`config.mk`:
```
export PLATFORM = sky130hd
export DESIGN_NAME = gravity_flip_ctrl
export DESIGN_NICKNAME = d
export VERILOG_FILES = /design/src/rtl/gravity_pkg.sv /design/src/rtl/line_contact_detect.sv /design/src/rtl/gravity_flip_ctrl.sv
export SDC_FILE = /design/constraint.sdc
export NUM_CORES = 1
export LEC_CHECK = 0
export ABC_AREA = 1
export BUFFER_PORTS_ARGS = -buffer_cell sky130_fd_sc_hd__buf_2
export CORE_ASPECT_RATIO = 1.4
export CORE_MARGIN = 2
export CORE_UTILIZATION = 25
export CTS_CLUSTER_SIZE = 20
export DETAILED_ROUTE_END_ITERATION = 8
export PLACE_DENSITY = 0.52
export SLEW_MARGIN = 0
export SYNTH_ARGS = -nofsm -noshare
export SYNTH_HDL_FRONTEND = slang
export SYNTH_HIERARCHICAL = 1
export SYNTH_SLANG_ARGS = --single-unit
```
`constraint.sdc`:
```
create_clock -name clk -period 2.51 [get_ports clk]
set_clock_uncertainty 0.15 [all_clocks]
set_input_delay 0.1255 -clock clk [delete_from_list [all_inputs] [get_ports clk]]
set_output_delay 0.1255 -clock clk [all_outputs]
set_load 0.01 [all_outputs]
```
`src/rtl/gravity_pkg.sv`:
```
// ---------------------------------------------------------------------------
// gravity_pkg
// Shared definitions for the gravity-direction controller:
//   - FSM state encoding (S_DOWN, S_UP, S_COOL)
//   - gravity direction constants (DIR_DOWN, DIR_UP)
//   - helpers for mapping a direction to its idle state and sizing counters
// ---------------------------------------------------------------------------
package gravity_pkg;

    typedef logic [1:0] state_t;

    localparam state_t S_DOWN = 2'd0;
    localparam state_t S_UP   = 2'd1;
    localparam state_t S_COOL = 2'd2;

    localparam logic DIR_DOWN = 1'b0;
    localparam logic DIR_UP   = 1'b1;

    // Idle state that corresponds to a given gravity direction.
    function automatic state_t idle_state(input logic d);
        return (d == DIR_UP) ? S_UP : S_DOWN;
    endfunction

    // Bits needed to hold the values 0..n; at least one bit.
    function automatic int cnt_width(input int n);
        return (n > 0) ? $clog2(n + 1) : 1;
    endfunction

endpackage

```
`src/rtl/line_contact_detect.sv`:
```
// ---------------------------------------------------------------------------
// line_contact_detect
// Comparator bank plus priority encoder: decides whether the player height
// sits exactly on the contact height of an enabled platform line for the
// current gravity direction.
//
// Ports:
//   height        in   H_W        player height from physics
//   lines         in   NUM_LINES  per-line enable, bit i = line i present
//   dir           in   1          current gravity direction
//   contact       out  1          some enabled line matches
//   contact_line  out  CL_W       lowest matching line index, 0 if none
// ---------------------------------------------------------------------------
module line_contact_detect
    import gravity_pkg::*;
#(
    parameter int NUM_LINES  = 3,
    parameter int H_W        = 9,
    parameter int DOWN_BASE  = 120,
    parameter int UP_BASE    = 60,
    parameter int LINE_PITCH = 120,
    parameter int CL_W       = 2
) (
    input  logic [H_W-1:0]       height,
    input  logic [NUM_LINES-1:0] lines,
    input  logic                 dir,
    output logic                 contact,
    output logic [CL_W-1:0]      contact_line
);

    localparam int EXT_W = H_W + 8;

    logic [NUM_LINES-1:0] hit;

    // Contact heights are evaluated 8 bits wider than the height input. A
    // height that does not fit in H_W bits keeps a non-zero upper byte, so the
    // zero-extended player height can never equal it and that line is inert.
    for (genvar i = 0; i < NUM_LINES; i++) begin : g_line
        localparam logic [EXT_W-1:0] DOWN_H = EXT_W'(DOWN_BASE + i * LINE_PITCH);
        localparam logic [EXT_W-1:0] UP_H   = EXT_W'(UP_BASE + i * LINE_PITCH);

        assign hit[i] = lines[i] &&
                        ({8'd0, height} == ((dir == DIR_UP) ? UP_H : DOWN_H));
    end

    // NOTE: every output of a combinational block gets a default before any
    // conditional assignment, otherwise a latch is inferred.
    always_comb begin
        contact      = |hit;
        contact_line = '0;
        // Scan downwards so the lowest matching index is the one left standing.
        for (int i = NUM_LINES - 1; i >= 0; i--) begin
            if (hit[i]) begin
                contact_line = CL_W'(i);
            end
        end
    end

endmodule

```
`src/rtl/gravity_flip_ctrl.sv`:
```
// ---------------------------------------------------------------------------
// gravity_flip_ctrl
// Gravity-direction controller for the player sprite. The direction flips on
// a rising edge of the flip button while the player stands on an enabled
// platform line; a tick-based cooldown follows every flip.
//
// Build option: define FLIP_BUFFER_EN to buffer presses that cannot flip
// immediately (no contact, or during cooldown) for BUF_TICKS ticks.
//
// Ports:
//   clk           in   1          system clock
//   reset         in   1          asynchronous, active-low reset
//   tick          in   1          one-cycle game-frame strobe
//   switch        in   1          debounced flip button (level)
//   lines         in   NUM_LINES  per-line enable
//   height        in   H_W        current player height
//   dir           out  1          gravity direction (0 down, 1 up), registered
//   flip_pulse    out  1          one-cycle strobe in the cycle after a flip
//   contact       out  1          player is on a contact height (combinational)
//   contact_line  out  CL_W       index of the contacting line, 0 if none
//   busy          out  1          cooldown active
// ---------------------------------------------------------------------------
module gravity_flip_ctrl
    import gravity_pkg::*;
#(
    parameter int NUM_LINES  = 3,
    parameter int H_W        = 9,
    parameter int DOWN_BASE  = 120,
    parameter int UP_BASE    = 60,
    parameter int LINE_PITCH = 120,
    parameter int COOL_TICKS = 8
`ifdef FLIP_BUFFER_EN
    ,
    parameter int BUF_TICKS  = 4
`endif
) (
    input  logic                 clk,
    input  logic                 reset,
    input  logic                 tick,
    input  logic                 switch,
    input  logic [NUM_LINES-1:0] lines,
    input  logic [H_W-1:0]       height,
    output logic                 dir,
    output logic                 flip_pulse,
    output logic                 contact,
    output logic [((NUM_LINES > 1) ? $clog2(NUM_LINES) : 1)-1:0] contact_line,
    output logic                 busy
);

    localparam int CL_W  = (NUM_LINES > 1) ? $clog2(NUM_LINES) : 1;
    localparam int CNT_W = cnt_width(COOL_TICKS);
    localparam logic [CNT_W-1:0] COOL_LOAD = CNT_W'(COOL_TICKS);

    // -----------------------------------------------------------------------
    // State
    // -----------------------------------------------------------------------
    state_t           state_q, state_d;
    logic             dir_q, dir_d;
    logic [CNT_W-1:0] cnt_q, cnt_d;
    logic             pulse_q, pulse_d;
    logic             switch_q;

    logic press;
    logic idle;
    logic want_flip;
    logic flip_now;

    // -----------------------------------------------------------------------
    // Contact detection
    // -----------------------------------------------------------------------
    line_contact_detect #(
        .NUM_LINES  (NUM_LINES),
        .H_W        (H_W),
        .DOWN_BASE  (DOWN_BASE),
        .UP_BASE    (UP_BASE),
        .LINE_PITCH (LINE_PITCH),
        .CL_W       (CL_W)
    ) u_contact (
        .height       (height),
        .lines        (lines),
        .dir          (dir_q),
        .contact      (contact),
        .contact_line (contact_line)
    );

    // A held button yields exactly one press: only the 0->1 transition counts.
    assign press = switch & ~switch_q;
    assign idle  = (state_q == S_DOWN) || (state_q == S_UP);

`ifdef FLIP_BUFFER_EN
    // -----------------------------------------------------------------------
    // Press buffer: remembers a press that could not flip for BUF_TICKS ticks
    // -----------------------------------------------------------------------
    localparam int BUF_W = cnt_width(BUF_TICKS);
    localparam logic [BUF_W-1:0] BUF_LOAD = BUF_W'(BUF_TICKS);

    logic             buf_q, buf_d;
    logic [BUF_W-1:0] buf_cnt_q, buf_cnt_d;

    assign want_flip = press | buf_q;

    always_comb begin
        buf_d     = buf_q;
        buf_cnt_d = buf_cnt_q;
        if (flip_now) begin
            // Whatever triggered the flip, the buffered request is consumed.
            buf_d     = 1'b0;
            buf_cnt_d = '0;
        end else if (press) begin
            // A press that did not flip (re)arms the buffer; a zero lifetime
            // means the buffer never holds anything.
            buf_d     = (BUF_TICKS > 0);
            buf_cnt_d = BUF_LOAD;
        end else if (buf_q && tick) begin
            if (buf_cnt_q <= BUF_W'(1)) begin
                buf_d     = 1'b0;
                buf_cnt_d = '0;
            end else begin
                buf_cnt_d = buf_cnt_q - BUF_W'(1);
            end
        end
    end

    always_ff @(posedge clk or negedge reset) begin
        if (!reset) begin
            buf_q     <= 1'b0;
            buf_cnt_q <= '0;
        end else begin
            buf_q     <= buf_d;
            buf_cnt_q <= buf_cnt_d;
        end
    end
`else
    assign want_flip = press;
`endif

    assign flip_now = idle && contact && want_flip;

    // -----------------------------------------------------------------------
    // FSM: state register
    // -----------------------------------------------------------------------
    // NOTE: sequential state is updated with non-blocking assignments so every
    // register samples the values from before the edge, regardless of order.
    always_ff @(posedge clk or negedge reset) begin
        if (!reset) begin
            state_q  <= S_DOWN;
            dir_q    <= DIR_DOWN;
            cnt_q    <= '0;
            pulse_q  <= 1'b0;
            switch_q <= 1'b0;
        end else begin
            state_q  <= state_d;
            dir_q    <= dir_d;
            cnt_q    <= cnt_d;
            pulse_q  <= pulse_d;
            switch_q <= switch;
        end
    end

    // -----------------------------------------------------------------------
    // FSM: next-state logic
    // -----------------------------------------------------------------------
    always_comb begin
        state_d = state_q;
        dir_d   = dir_q;
        cnt_d   = cnt_q;
        pulse_d = 1'b0;

        case (state_q)
            S_DOWN, S_UP: begin
                // A press without contact simply falls through here.
                if (flip_now) begin
                    dir_d   = ~dir_q;
                    pulse_d = 1'b1;
                    if (COOL_TICKS > 0) begin
                        state_d = S_COOL;
                        cnt_d   = COOL_LOAD;
                    end else begin
                        state_d = idle_state(~dir_q);
                    end
                end
            end

            S_COOL: begin
                // Presses are ignored here; only ticks matter. The tick that
                // takes the counter from 1 to 0 ends the cooldown, even if a
                // press arrives in the same cycle.
                if (tick) begin
                    if (cnt_q <= CNT_W'(1)) begin
                        cnt_d   = '0;
                        state_d = idle_state(dir_q);
                    end else begin
                        cnt_d = cnt_q - CNT_W'(1);
                    end
                end
            end

            default: begin
                // Unused encoding: recover to the idle state matching dir.
                state_d = idle_state(dir_q);
                cnt_d   = '0;
            end
        endcase
    end

    // -----------------------------------------------------------------------
    // FSM: outputs
    // -----------------------------------------------------------------------
    always_comb begin
        dir        = dir_q;
        flip_pulse = pulse_q;
        busy       = (state_q == S_COOL);
    end

endmodule

```
==> flow_metrics.tcl <==
set metrics [dict create \
    final-setup-viol-count 0 \
    dpl_worst_slack_ns 0.759 \
    cp_max_fo 8 \
    drv_cap 0 \
    crit_chain "nand2_1, nand3_2, nor2_1, nand2_1, nand3_2, nand2_1, o21bai_2, nand2_4, a21oi_1, nand2_1" \
    drive_above_1_share 0.377 \
    avgSynthCellArea_um2 7.84 \
    r2r-end "cnt_q[3]$_DFFE_PN0P_" \
    fin_cells 150 \
    cp.buffers_inverters 0 \
    hold_viol 0 \
    cts_resized 0 \
    dp_cells 144 \
    synthesis.nets 105 \
    grt-ovfl-total 0 \
    maxSlewHeadroom 0.825 \
    slew_viol_final 0 \
    ys_seq_area_frac 0.330 \
    rsz0062_at_grt "no" \
    hpwl_um 1240 \
    critPathCaptureType "flip-flop" \
    peakVddDrop_uv 266 \
    start_util 0.261 \
    io_buffer_count 21 \
    drt_first_pass_iters 4 \
    synth_top_area_frac 0.330 \
    hp-class "primary input to flip-flop" \
    startpoint_type "flip-flop" \
    cts_buffers 3 \
    finalWirelength_um 1470 \
    syn_inst 87 \
    critPathSlowestCell "dfrtp_1" \
    drcViolationCount 0 \
    critPathMaxStageDelay_ns 0.44 \
    ant_nets 0 \
    finalNetCount 133 \
    clock_latency_ns 0.26 \
    n_antenna_cell 0 \
    dieArea_um2 3170 \
    fin_util 0.336 \
    synth_seq_cells 9 \
    period_share 0.691 \
    p_leak_uw 0.000481 \
    postCtsSetupBuffers 0 \
    crit_type "flip-flop to flip-flop" \
    htreeDepth 1 \
    path_depth 10 \
    grt_pass1_wl_um 2310 \
    wl_per_cell_um 9.81 \
    yosys.area.top_type "dfrtp_1" \
    critPathArrivalTime_ns 1.74 \
    clkTransAtPathRegs_ns 0.06 \
    area_growth_syn_to_layout_pct 28.8 \
    yosysWarnings 6 \
    grt_use_total 0.100 \
    crit_end "cnt_q[3]$_DFFE_PN0P_" \
    antenna_found_initial 0 \
    crit_family "simple AND/OR/NAND/NOR gates" \
    required_ns 2.51 \
    power_uw 322 \
    cts_buffer_depth 2 \
    dr_total_vias 626 \
    core_area_um2 2620 \
    place_congestion 0.694 \
    tightest_slew_ns 0.261 \
    fill_cells 294 \
    synth.top_cells.by_area "dfrtp_1, nand2_1, inv_1, nor2_1, nand2_4" \
    critPathLaunch "dir$_DFFE_PN0P_" \
    grt_max_degree 10 \
    power_density_nw_per_um2 367 \
    tns_ns 0 \
    crit_top_cell "nand2_1" \
    viasPerCell 4.17 \
    period_needed_ns 1.73 \
    max_freq_ghz 0.577 \
    pin_count 22 \
    cts_tree "built" \
    status "finished, final reports clean" \
    syn_area_um2 682 \
    clock-sinks 9 \
    min-delay-start "tick" \
    die_h_um 65.8 \
    grt_pass1_vias 589 \
    rows 22 \
    r2r_slack_ns 0.78 \
    ys_types 23 \
    reg2reg_from "dir$_DFFE_PN0P_" \
    root_buffer "clkbuf_4" \
    fp.dieW_um 48.1 \
    setup_ws_ns 0.777 \
    drtIter0Drc 4 \
    rr_worst_depth 10 \
]
cell usage after synthesis, drive strengths merged:
cell type  number
xor2            2
nand4           3
a31oi           1
nand2          26
a21oi           1
nor2           12
ha              2
o21ai           3
nand3           8
dfrtp           9
nor3            3
xnor2           1
inv            15
o21bai          1
area by class of cell:
cell class                 instances  area (µm²)  area share
inverter                          15        56.3      0.0641
sequential                         9         225       0.256
timing repair buffer              23         125       0.142
clock buffer                       4        26.3      0.0299
tap                               36        45.0      0.0513
multi-input combinational         63         400       0.456
tightest hold or removal path, stage by stage:
cell and delay, ns:
buf_2 0.07, inv_1 0.05, nand2_4 0.08, a31oi_1 0.08
where the power goes:
group	internal (µW)	switching, µW	leakage, µW
clock network	61.2	49.1	0.0000150
registers	149	4.40	0.000123
logic	24.0	35.2	0.000343
flip-flops by register name, summed over array words and instances (netlist names):
signal      flops
cnt_q           4
state_q         2
switch_q        1
dir             1
flip_pulse      1
layer usage:
layer	part of all wire	vias to the layer above	global-route usage
li1	-	327	-
met1	0.39	273	0.100
met2	0.51	23	0.184
met3	0.080	3	0.0219
met4	0.017	0	0.0405
met5	0	-	0
through the flow:
stage | area, µm² | hold slack (ns)
6_report | 878 | 0.0384
3_3_place_gp | 832 | -0.158
3_5_place_dp | 832 | -0.155
4_1_cts | 878 | 0.0333
2_1_floorplan | 682 | -0.320
5_1_grt | 878 | 0.0579
logic make-up (layout without fill, tap and decap cells):
| logic type | Yosys count | after routing | synth area share |
|---|---|---|---|
| buffers and inverters | 15 | 42 | 0.0826 |
| and+or+nand+nor | 52 | 52 | 0.457 |
| DFF | 9 | 9 | 0.330 |
| xor gates and xnor gates | 3 | 3 | 0.0385 |
| AOI/OAI and AO/OA | 6 | 6 | 0.0550 |
| adders and majority gates | 2 | 2 | 0.0367 |
how the worst min path moves through the flow:
stage | end | slack, ns | cells past startpoint
floorplan | cnt_q[0]$_DFFE_PN0P_ | -0.32 | 0
global placement | cnt_q[1]$_DFFE_PN0P_ | -0.16 | 1
detailed placement | cnt_q[1]$_DFFE_PN0P_ | -0.15 | 1
CTS | state_q[1]$_DFFE_PN0P_ | 0.03 | 4
global route | state_q[1]$_DFFE_PN0P_ | 0.06 | 4
finish | state_q[1]$_DFFE_PN0P_ | 0.04 | 4
cell usage in the layout, fill, tap and decap left out, types with 3 or more instances in the layout:
cell / netlist / layout
dfrtp_1: 9 / 9
nor2_1: 9 / 9
buf_2: 0 / 21
nand2_4: 3 / 3
nand3_2: 3 / 3
nand2_2: 4 / 4
clkbuf_4: 0 / 3
nand2_1: 19 / 19
nand4_1: 3 / 3
inv_1: 12 / 12
nand3_1: 5 / 5
inv_2: 3 / 3
repair_timing:
action / 4_1_cts / 5_1_grt
setup endpoints to repair: 0 / 0
endpoints found under the hold margin: 10 / 0
hold buffers: 2 / 0
No activity file was read; power rests on OpenSTA's default activity.
